$ cat config.mk
export PLATFORM = sky130hd
export DESIGN_NAME = fir_stim_gen
export DESIGN_NICKNAME = d
export VERILOG_FILES = /design/src/rtl/fir_stim_gen.sv
export SDC_FILE = /design/constraint.sdc
export NUM_CORES = 1
export LEC_CHECK = 0
export BUFFER_PORTS_ARGS = -buffer_cell sky130_fd_sc_hd__buf_2
export CORE_ASPECT_RATIO = 1.75
export CORE_MARGIN = 1.5
export CORE_UTILIZATION = 51
export DETAILED_ROUTE_END_ITERATION = 8
export GPL_TIMING_DRIVEN = 0
export HOLD_SLACK_MARGIN = 0.03
export PLACE_DENSITY = 0.78
export REMOVE_ABC_BUFFERS = 1
export SLEW_MARGIN = 40
export SYNTH_ARGS = -nofsm -noshare
export SYNTH_HDL_FRONTEND = slang
export SYNTH_SLANG_ARGS = --single-unit
$ cat constraint.sdc
create_clock -name clk -period 2.25 [get_ports clk]
set_clock_uncertainty 0.1 [all_clocks]
set_input_delay 0.5625 -clock clk [delete_from_list [all_inputs] [get_ports clk]]
set_output_delay 0.5625 -clock clk [all_outputs]
set_load 0.05 [all_outputs]
$ cat src/rtl/fir_stim_gen.sv
// Stimulus source for FIR_Filter x_in: step, pulse, zero tail, then negative step.
// Optional macro FIR_STIM_LOOP_EN repeats the sequence until reset.
module fir_stim_gen #(
    parameter int unsigned DATA_W    = 16,
    parameter int unsigned STEP_LEN  = 10,
    parameter int unsigned PULSE_LEN = 1,
    parameter int unsigned ZERO_LEN  = 10,
    parameter int unsigned NEG_LEN   = 8,
    parameter int unsigned CNT_W     = 8
) (
    input  logic              clk,
    input  logic              reset,
    input  logic              start,
    input  logic [DATA_W-1:0] amp_step,
    input  logic [DATA_W-1:0] amp_pulse,
    input  logic [DATA_W-1:0] amp_neg,
    output logic [DATA_W-1:0] x_out,
    output logic              x_valid,
    output logic              busy,
    output logic              done,
    output logic [2:0]        phase
);

    typedef enum logic [2:0] {
        IDLE  = 3'd0,
        STEP  = 3'd1,
        PULSE = 3'd2,
        ZERO  = 3'd3,
        NEG   = 3'd4
    } state_t;

    state_t            state_q, state_d;
    logic [CNT_W-1:0]  cnt_q, cnt_d;
    logic [DATA_W-1:0] step_q, step_d;
    logic [DATA_W-1:0] pulse_q, pulse_d;
    logic [DATA_W-1:0] neg_q, neg_d;
    logic [DATA_W-1:0] x_out_d;
    logic              x_valid_d;
    logic              busy_d;
    logic              done_d;
    state_t            first_ph;
    state_t            next_ph;

    // First phase after s that has a nonzero length; IDLE when none remain.
    function automatic state_t phase_after(input state_t s);
        state_t r;
        r = IDLE;
        if ((s < NEG)   && (NEG_LEN   != 0)) r = NEG;
        if ((s < ZERO)  && (ZERO_LEN  != 0)) r = ZERO;
        if ((s < PULSE) && (PULSE_LEN != 0)) r = PULSE;
        if ((s < STEP)  && (STEP_LEN  != 0)) r = STEP;
        return r;
    endfunction

    function automatic logic [CNT_W-1:0] last_idx(input state_t s);
        logic [CNT_W-1:0] r;
        case (s)
            STEP:    r = CNT_W'(STEP_LEN - 1);
            PULSE:   r = CNT_W'(PULSE_LEN - 1);
            ZERO:    r = CNT_W'(ZERO_LEN - 1);
            NEG:     r = CNT_W'(NEG_LEN - 1);
            default: r = '0;
        endcase
        return r;
    endfunction

    function automatic logic [DATA_W-1:0] sample_of(input state_t s,
                                                    input logic [DATA_W-1:0] a_step,
                                                    input logic [DATA_W-1:0] a_pulse,
                                                    input logic [DATA_W-1:0] a_neg);
        logic [DATA_W-1:0] r;
        case (s)
            STEP:    r = a_step;
            PULSE:   r = a_pulse;
            NEG:     r = a_neg;
            default: r = '0;
        endcase
        return r;
    endfunction

    always_ff @(posedge clk) begin
        if (reset) begin
            state_q <= IDLE;
            cnt_q   <= '0;
            step_q  <= '0;
            pulse_q <= '0;
            neg_q   <= '0;
            x_out   <= '0;
            x_valid <= 1'b0;
            busy    <= 1'b0;
            done    <= 1'b0;
        end else begin
            state_q <= state_d;
            cnt_q   <= cnt_d;
            step_q  <= step_d;
            pulse_q <= pulse_d;
            neg_q   <= neg_d;
            x_out   <= x_out_d;
            x_valid <= x_valid_d;
            busy    <= busy_d;
            done    <= done_d;
        end
    end

    assign phase = state_q;

    // Phase sequencing; every output is loaded here one cycle ahead of use.
    always_comb begin
        state_d   = state_q;
        cnt_d     = cnt_q;
        step_d    = step_q;
        pulse_d   = pulse_q;
        neg_d     = neg_q;
        x_out_d   = x_out;
        x_valid_d = x_valid;
        busy_d    = busy;
        done_d    = 1'b0;
        first_ph  = phase_after(IDLE);
        next_ph   = phase_after(state_q);

        case (state_q)
            IDLE: begin
                x_out_d   = '0;
                x_valid_d = 1'b0;
                busy_d    = 1'b0;
                cnt_d     = '0;
                if (start) begin
                    step_d  = amp_step;
                    pulse_d = amp_pulse;
                    neg_d   = amp_neg;
                    if (first_ph != IDLE) begin
                        state_d   = first_ph;
                        cnt_d     = last_idx(first_ph);
                        x_out_d   = sample_of(first_ph, amp_step, amp_pulse, amp_neg);
                        x_valid_d = 1'b1;
                        busy_d    = 1'b1;
                    end else begin
                        done_d = 1'b1;
                    end
                end
            end
            STEP, PULSE, ZERO, NEG: begin
                if (cnt_q != '0) begin
                    cnt_d = cnt_q - CNT_W'(1);
                end else if (next_ph != IDLE) begin
                    state_d = next_ph;
                    cnt_d   = last_idx(next_ph);
                    x_out_d = sample_of(next_ph, step_q, pulse_q, neg_q);
                end else begin
`ifdef FIR_STIM_LOOP_EN
                    // Wrap to the first phase; done marks the first sample of each repeat.
                    state_d = first_ph;
                    cnt_d   = last_idx(first_ph);
                    x_out_d = sample_of(first_ph, step_q, pulse_q, neg_q);
                    done_d  = 1'b1;
`else
                    state_d   = IDLE;
                    cnt_d     = '0;
                    x_out_d   = '0;
                    x_valid_d = 1'b0;
                    busy_d    = 1'b0;
                    done_d    = 1'b1;
`endif
                end
            end
            default: begin
                state_d   = IDLE;
                cnt_d     = '0;
                x_out_d   = '0;
                x_valid_d = 1'b0;
                busy_d    = 1'b0;
            end
        endcase
    end

endmodule
==> results of run 1 <==
==> power groups by stage <==
| stage | clock network, mW | logic (mW) | registers [mW] |
|---|---|---|---|
| after floorplan | 0 | 1.36 | 1.96 |
| after global placement | 0 | 2.17 | 1.63 |
| after detailed placement | 0 | 2.29 | 1.65 |
| after CTS | 1.25 | 2.32 | 1.63 |
| after global routing | 1.29 | 2.60 | 1.68 |
| final | 1.23 | 2.38 | 1.64 |
==> area by class of cell <==
class / count / area, sq um / share of cell area (%)
multi-input cells: 224 / 1355 / 40.20
clock inverters: 3 / 90.09 / 2.673
inverters: 4 / 15.01 / 0.4454
flip-flops and latches: 61 / 1225 / 36.34
repair buffers: 80 / 447.9 / 13.29
well taps: 55 / 68.82 / 2.042
clock buffers: 13 / 168.9 / 5.011
==> cells by family after synthesis <==
| logic type | after synthesis |
|---|---|
| compound gates | 77 |
| buf+inv | 29 |
| flops | 61 |
| simple gates | 120 |
| mux | 18 |
| fa+ha+maj | 2 |
| xor+xnor | 7 |
==> flip-flops by register name, indices dropped and copies added, names as in the netlist <==
name and cells:
busy 1, cnt_q 8, done 1, neg_q 16, phase 3, pulse_q 16, x_out 16
==> worst max-delay path, stage by stage (launching register included) <==
cell,delay (ns)
dfxtp_1,0.59
nand2b_1,0.55
mux2_4,0.47
a2111oi_2,0.27
==> what timing repair did <==
action                                  in CTS  in global routing
endpoints found under the setup margin       1                 25
buffers inserted                             0                  1
gates resized for setup                      1                  2
pin swaps                                    0                  1
==> through the flow <==
step	total power [mW]	setup slack (ns)	hold WS, ns	instances	area (sq um)
final	5.244	0.1693	0.3511	440	3371
after detailed placement	3.940	-0.02484	0.3438	423	3083
after floorplan	3.316	-1.239	0.3296	289	2576
after global placement	3.803	-2.132	0.3410	416	3005
after CTS	5.200	0.03537	0.3556	439	3343
after global routing	5.568	0.03847	0.3646	440	3371
==> per-layer routing <==
layer  GRT usage [%]  wire (um)
met5               0          0
met4           11.45        150
met3           4.291        240
met2           41.35       3287
met1           25.43       2454
==> cell usage in the layout (no fill, tap or decap), types with 2 or more instances in the layout <==
master,instances
or3_1,5
a21oi_1,36
buf_6,4
inv_1,4
xnor2_1,5
nand2b_1,2
nor2_1,9
dfxtp_1,60
clkbuf_8,12
mux2i_1,17
nand2_1,88
buf_2,72
ha_1,2
nor3_1,2
nand3_1,3
bufinv_16,3
o21a_1,16
xor2_1,2
o2bb2ai_1,16
buf_4,3
==> worst paths after layout <==
check | cells past startpoint | startpoint | to | slack, ns
max | 3 | phase[0]$_SDFFE_PP0P_ | cnt_q[1]$_SDFF_PP0_ | 0.17
min | 2 | pulse_q[4]$_SDFFE_PP0P_ | pulse_q[4]$_SDFFE_PP0P_ | 0.35
max reg2reg | 3 | phase[0]$_SDFFE_PP0P_ | cnt_q[1]$_SDFF_PP0_ | 0.17
min reg2reg | 2 | pulse_q[4]$_SDFFE_PP0P_ | pulse_q[4]$_SDFFE_PP0P_ | 0.35
==> flow_summary.yaml, run 1 <==
sta:
  min_period_ns: 2.081
  slew_headroom_pct: 44.91
  rsz0062_at_grt: "no"
  setup_viol: 0
  max_freq_ghz: 0.4806
  min_period_over_period_pct: 92.48
  tns_ns: 0
  finalHoldViolations: 0
  slew_violations: 0
  worst_pin_slew_ns: 0.8263
pwr:
  p_leak_nw: 1.393
  p_comb_share_pct: 45.3
  p_int_mw: 3.083
  p_sw_mw: 2.162
  worst_ir_drop_vdd_mv: 0.8919
  p_seq_share_pct: 31.2
  p_clk_share_pct: 23.4
  p_sw_share_pct: 41.22
  powerDensity_mw_per_mm2: 1556
worst_setup_path:
  worstSetupStartpointType: "flop"
  crit_arrival_ns: 2.20
  cp-end-kind: "flop"
  worst_ep_required_time_ns: 2.37
  critical_path_class: "flop to flop"
  worstPathMaxFanout: 19
synth:
  synth_fa_ha_area_share_pct: 0.9225
  yosys_most_used_dff: "dfxtp_1"
  yosys.area.top_type: "dfxtp_1"
  synthCells: 314
  synth-edff-count: 0
  synth_top_family_by_area: "simple AND/OR/NAND/NOR gates"
  yosysMostFrequentCell: "nand2_1"
  ys_types: 40
  synth-compound-area-share_pct: 19.42
  syn-cell-area_sq_mm: 0.002713
  async_reset_ff_share_pct: 0
  postSynthAreaPerCell_sq_um: 8.639
  yosysSeqAreaShare_pct: 45.02
  synth_top_area_share_pct: 45.02
  ys_seq_elements: 61
  synthXorXnorAreaFrac_pct: 2.260
  synth_area_leaders: "dfxtp_1, nand2_1, a21oi_1"
  yosys-top-cells-count: "nand2_1, dfxtp_1, a21oi_1"
  synthMuxAreaShare_pct: 6.827
  ys_warn_count: 0
  yosys.area_share.simple_pct: 19.97
final_layout:
  layout-drive-gt1-share_pct: 27.53
  syn_to_final_growth_pct: 24.26
  fill_cells: 439
  utilization_pct: 64.68
  n_antenna_cell: 0
  finalNetCount: 433
floorplan:
  die_w_um: 58.13
  start_util_pct: 52.05
  rows: 35
  die_area_sq_mm: 0.005783
  ios: 73
  core-area_sq_mm: 0.005211
  die-height_um: 99.48
route:
  first_pass_iters: 7
  wire_per_inst_um: 13.94
  vias_per_cell: 5.498
  ant_nets: 0
  vias: 2419
  totalWireLength_um: 6133
  drc: 0
  drt_iter0_drc: 72
placement:
  post-dp-hpwl_um: 4171
  io_buffers: 72
  place_congestion: 0.7793
global_route:
  antenna_found_initial: 0
  globalRoute.totalOverflow: 0
  grt_max_degree: 44
  grt_pass1_wl_um: 10490
  grt_pass1_vias: 2412
  track_usage_pct: 23.18
clock_network:
  numCtsBuffers: 9
  cts_tree: "yes"
  cts_root_buf: "clkbuf_8"
  cts_hold_buf: 0
  clock_path_buffers: 2
  clk_latency_ns: 0.33
  clk_pin_slew_ns: 0.06
  cts_sinks: 61
  h-tree-depth: 3
flow_run:
  cap_violations: 0
min_path:
  hold_path_class: "flop to flop"
run_status:
  outcome: "completed"
Power figures use the tool's default switching activity.
==> run 2: changes to the inputs <==
GPL_TIMING_DRIVEN = not set   (was 0)
==> flow_summary.yaml, run 2 (synthesis results as in run 1) <==
final_layout:
  multi_input_area_sq_mm: 0.001349
  fill_cells: 487
  utilization_pct: 62.43
  layout-drive-gt1-share_pct: 26.23
  reg_top3: "neg_q (16), pulse_q (16), x_out (16)"
  final_cell_mix: "nand2_1, buf_2, dfxtp_1"
  finalNonFillerCells: 440
  fin_area_sq_mm: 0.003253
  finalNetCount: 434
  syn_to_final_growth_pct: 19.93
  layout_commonest_cell: "nand2_1"
  seqCellArea_sq_mm: 0.001221
  n_antenna_cell: 0
clock_network:
  numCtsBuffers: 9
  post_cts_resized: 0
  cts_tree: "yes"
  cts_sinks: 61
  h-tree-depth: 3
  clk_latency_ns: 0.33
  clock_path_buffers: 2
  cts_setup_buffers: 0
  cts_hold_buf: 0
  cts_root_buf: "clkbuf_8"
  clk_pin_slew_ns: 0.07
global_route:
  track_usage_pct: 22.40
  globalRoute.totalOverflow: 0
  grt_pass1_vias: 2292
  grt_max_degree: 49
  grt_pass1_wl_um: 9991
  antenna_found_initial: 0
min_path:
  min_from: "pulse_q[14]$_SDFFE_PP0P_"
  worstHoldEndpoint: "pulse_q[14]$_SDFFE_PP0P_"
  min_path_cells: 2
  hold_path_class: "flop to flop"
route:
  vias: 2374
  drc: 1
  drt_iter0_drc: 40
  totalWireLength_um: 5994
  wire_per_inst_um: 13.62
  ant_nets: 0
  vias_per_cell: 5.395
  first_pass_iters: 6
pwr:
  powerDensity_mw_per_mm2: 1471
  worst_ir_drop_vdd_mv: 0.6488
  p_leak_nw: 1.342
sta:
  min_period_ns: 1.972
  max_freq_ghz: 0.5071
  slew_violations: 0
  min_period_over_period_pct: 87.64
  rsz0062_at_grt: "no"
  tns_ns: 0
  worst_pin_slew_ns: 0.6671
  slew_headroom_pct: 55.38
  setup_viol: 0
  finalHoldViolations: 0
  whs_ns: 0.3520
worst_setup_path:
  r2r_start: "cnt_q[0]$_SDFF_PP0_"
  rr_endpoint: "x_out[14]$_SDFFE_PP0P_"
  cp_cell_sequence: "inv_1, ha_1, nor3b_1, and2_1, nor3_4, o2bb2ai_1"
  crit_arrival_ns: 2.13
  critPathLaunch: "cnt_q[0]$_SDFF_PP0_"
  worst_ep_required_time_ns: 2.40
  reg2reg_setup_slack_ns: 0.28
  worstPathMaxFanout: 16
  cp-end-kind: "flop"
  critical_path_class: "flop to flop"
  slowest_stage: "nor3_4"
  worstSetupStartpointType: "flop"
  ff2ff_path_depth: 6
  max_stage_delay_ns: 0.58
floorplan:
  ios: 73
  die_w_um: 58.13
  die_area_sq_mm: 0.005783
  start_util_pct: 52.05
  rows: 35
  die-height_um: 99.48
  core-area_sq_mm: 0.005211
run_status:
  failed_checks: "design-rule violations"
  outcome: "finished with violations"
flow_run:
  cap_violations: 0
placement:
  post-dp-hpwl_um: 4298
  place_inst: 425
  place_congestion: 0.8051
  dpl_cell_area_sq_mm: 0.003094
  io_buffers: 72
## run 2: cell count changes in the layout (fill, tap and decap cells not counted), sizes merged
cell	change
buf	+1
clkinv	+2
bufinv	-3
## run 2: power by group
| group | total (mW) | internal, mW | switching (mW) |
|---|---|---|---|
| sequential | 1.55 | 1.35 | 0.205 |
| clock | 0.808 | 0.421 | 0.387 |
| combinational | 2.43 | 0.910 | 1.52 |
| total | 4.79 | 2.68 | 2.11 |
## run 2: worst max path at each step
stage                             end  slack (ns)  depth (start not counted)
6_report       x_out[14]$_SDFFE_PP0P_        0.28                          6
5_1_grt        x_out[14]$_SDFFE_PP0P_        0.13                          6
4_1_cts        x_out[14]$_SDFFE_PP0P_        0.26                          6
3_5_place_dp    x_out[9]$_SDFFE_PP0P_        0.28                          6
3_3_place_gp   x_out[12]$_SDFFE_PP0P_        0.36                          6
2_1_floorplan   x_out[0]$_SDFFE_PP0P_       -1.24                          4
## run 2: metrics by stage
| stage | worst slack [ns] | total power [mW] |
|---|---|---|
| after floorplan | -1.239 | 3.316 |
| after global placement | 0.3611 | 3.955 |
| after detailed placement | 0.2821 | 4.005 |
| after CTS | 0.2597 | 4.812 |
| after global routing | 0.1304 | 5.109 |
| final | 0.2781 | 4.787 |
## run 2: worst max-delay path, delay by kind of cell, from the launching register on
kind / cells / cell delay (ns)
compound gates: 1 / 0.19
buf+inv: 1 / 0.08
flops: 1 / 0.37
simple gates: 3 / 0.95
fa+ha+maj: 1 / 0.20
## run 2: layer usage
metal	vias up	part of all wire, %	GRT usage (%)
li1	1206	-	-
met5	-	0	0
met1	1094	40	24.30
met3	18	3.6	5.202
met4	0	3.4	13.06
met2	56	53	38.55
## run 2: cell type report
class	count	share of cell area, %
clock inverter	2	0.3077
timing repair buffer	81	13.54
multi-input combinational	224	41.46
clock buffer	13	4.577
inverter	4	0.4615
sequential	61	37.54
tap	55	2.115
==> run 3: changes to the inputs <==
==> constraint.sdc (replaced) <==
create_clock -name clk -period 2.25 [get_ports clk]
set_clock_uncertainty 0.1 [all_clocks]
set_input_delay 0 -clock clk [delete_from_list [all_inputs] [get_ports clk]]
set_output_delay 0 -clock clk [all_outputs]
set_load 0.05 [all_outputs]
==> flow_summary.yaml, run 3 (synthesis results as in run 1) <==
worst_setup_path:
  max_stage_delay_ns: 0.65
  worst-path-stages: 6
  critical_path_class: "flop to flop"
  slowest_stage: "nor3_4"
  cp_cell_sequence: "inv_1, ha_1, nor3b_1, and2_1, nor3_4, o2bb2ai_1"
  crit_arrival_ns: 2.29
  reg2reg_setup_slack_ns: 0.12
  r2r_start: "cnt_q[0]$_SDFF_PP0_"
  worst_ep_required_time_ns: 2.41
  ff2ff_path_depth: 6
  worstSetupStartpointType: "flop"
  cp-end-kind: "flop"
  cpLargestDelayFamily: "simple AND/OR/NAND/NOR gates"
  critPathLaunch: "cnt_q[0]$_SDFF_PP0_"
  crit_buf_inv: 1
  rr_endpoint: "x_out[15]$_SDFFE_PP0P_"
  crit_end: "x_out[15]$_SDFFE_PP0P_"
  worstPathMaxFanout: 16
pwr:
  p_seq_share_pct: 30.1
  p_leak_nw: 1.571
  powerDensity_mw_per_mm2: 1357
  worst_ir_drop_vdd_mv: 0.7275
  p_clk_share_pct: 21.6
  power_mw: 5.181
  p_int_mw: 2.986
  p_sw_share_pct: 42.38
  p_sw_mw: 2.196
  p_comb_share_pct: 48.4
global_route:
  grt_max_degree: 49
  track_usage_pct: 26.78
  grt_pass1_vias: 2743
  grt_use_met2_pct: 50.00
  grtUsageMet3_pct: 6.502
  antenna_found_initial: 0
  globalRoute.totalOverflow: 0
  grt_use_met1_pct: 27.27
  grt_pass1_wl_um: 11810
  grt.busiest_layer: "met2"
placement:
  post-dp-hpwl_um: 4314
  dpl_cell_area_sq_mm: 0.003094
  io_buffers: 72
  pre_cts_ws_ns: 0.1971
  place_congestion: 0.8736
  place_inst: 425
sta:
  slew_violations: 0
  finalHoldViolations: 0
  rsz0062_at_grt: "no"
  min_period_over_period_pct: 94.53
  max_freq_ghz: 0.4702
  slew_headroom_pct: 44.89
  setup_viol: 0
  layout_setup_ws_ns: 0.1230
  min_period_ns: 2.127
  worst_pin_slew_ns: 0.8266
min_path:
  hold_path_class: "input port to flop"
  min_path_cells: 2
flow_run:
  cap_violations: 0
floorplan:
  die-height_um: 99.48
  rows: 35
  ios: 73
  die_area_sq_mm: 0.005783
  start_util_pct: 52.05
  die_w_um: 58.13
  core-area_sq_mm: 0.005211
route:
  vias_per_cell: 5.353
  ant_nets: 0
  first_pass_iters: 6
  wire_per_inst_um: 14.99
  vias: 2623
  totalWireLength_um: 7343
  drt_iter0_drc: 74
  drc: 0
clock_network:
  h-tree-depth: 3
  clock_path_buffers: 2
  clk_latency_ns: 0.34
  cts_root_buf: "clkbuf_8"
  numCtsBuffers: 9
  cts_setup_buffers: 0
  clk_pin_slew_ns: 0.07
  cts_sinks: 61
  cts_tree: "yes"
final_layout:
  syn_to_final_growth_pct: 40.77
  reg_top3: "neg_q (16), pulse_q (16), x_out (16)"
  finalNonFillerCells: 490
  n_antenna_cell: 0
  finalNetCount: 483
  layout-drive-gt1-share_pct: 24.14
  final_cell_mix: "nand2_1, buf_2, dfxtp_1"
  utilization_pct: 73.28
  fin_area_sq_mm: 0.003819
  fill_cells: 375
  layout_commonest_cell: "nand2_1"
run_status:
  outcome: "completed"
## run 3: power groups by stage
stage               registers (mW)  clock network (mW)  logic [mW]
global route                  1.59                1.18        2.72
detailed placement            1.57                   0        2.41
finish                        1.56                1.12        2.51
floorplan                     1.96                   0        1.36
global placement              1.56                   0        2.39
CTS                           1.55                1.13        2.49
## run 3: worst min-delay path by stage
stage                  start                       end
2_1_floorplan          reset       cnt_q[1]$_SDFF_PP0_
3_3_place_gp    amp_pulse[1]   pulse_q[1]$_SDFFE_PP0P_
3_5_place_dp   amp_pulse[14]  pulse_q[14]$_SDFFE_PP0P_
4_1_cts                reset         busy$_SDFFE_PP0P_
5_1_grt                reset         busy$_SDFFE_PP0P_
6_report               reset         busy$_SDFFE_PP0P_
## run 3: routing by layer
layer / vias to the layer above / routed length (um)
met5: - / 0
met3: 14 / 227
met1: 1246 / 2857
met2: 55 / 4089
met4: 0 / 168
li1: 1308 / -
## run 3: repair_timing
item / 4_1_cts / 5_1_grt
endpoints found under the hold margin: 50 / 0
hold buffers: 49 / 0
gates resized for setup: 0 / 0
## run 3: area by class of cell
class,instances,area [sq um],share of cell area (%)
multi-input cells,224,1349,35.32
well taps,55,68.82,1.802
flip-flops and latches,61,1221,31.98
clock buffers,11,151.4,3.965
repair buffers,130,930.9,24.38
clock inverters,5,82.58,2.163
inverters,4,15.01,0.3932
## run 3: per-stage QoR
stage               hold WS (ns)  setup TNS, ns
floorplan               -0.03114         -56.47
global placement          0.1402              0
detailed placement        0.1446              0
CTS                       0.1400              0
global route              0.1693              0
finish                    0.1473              0
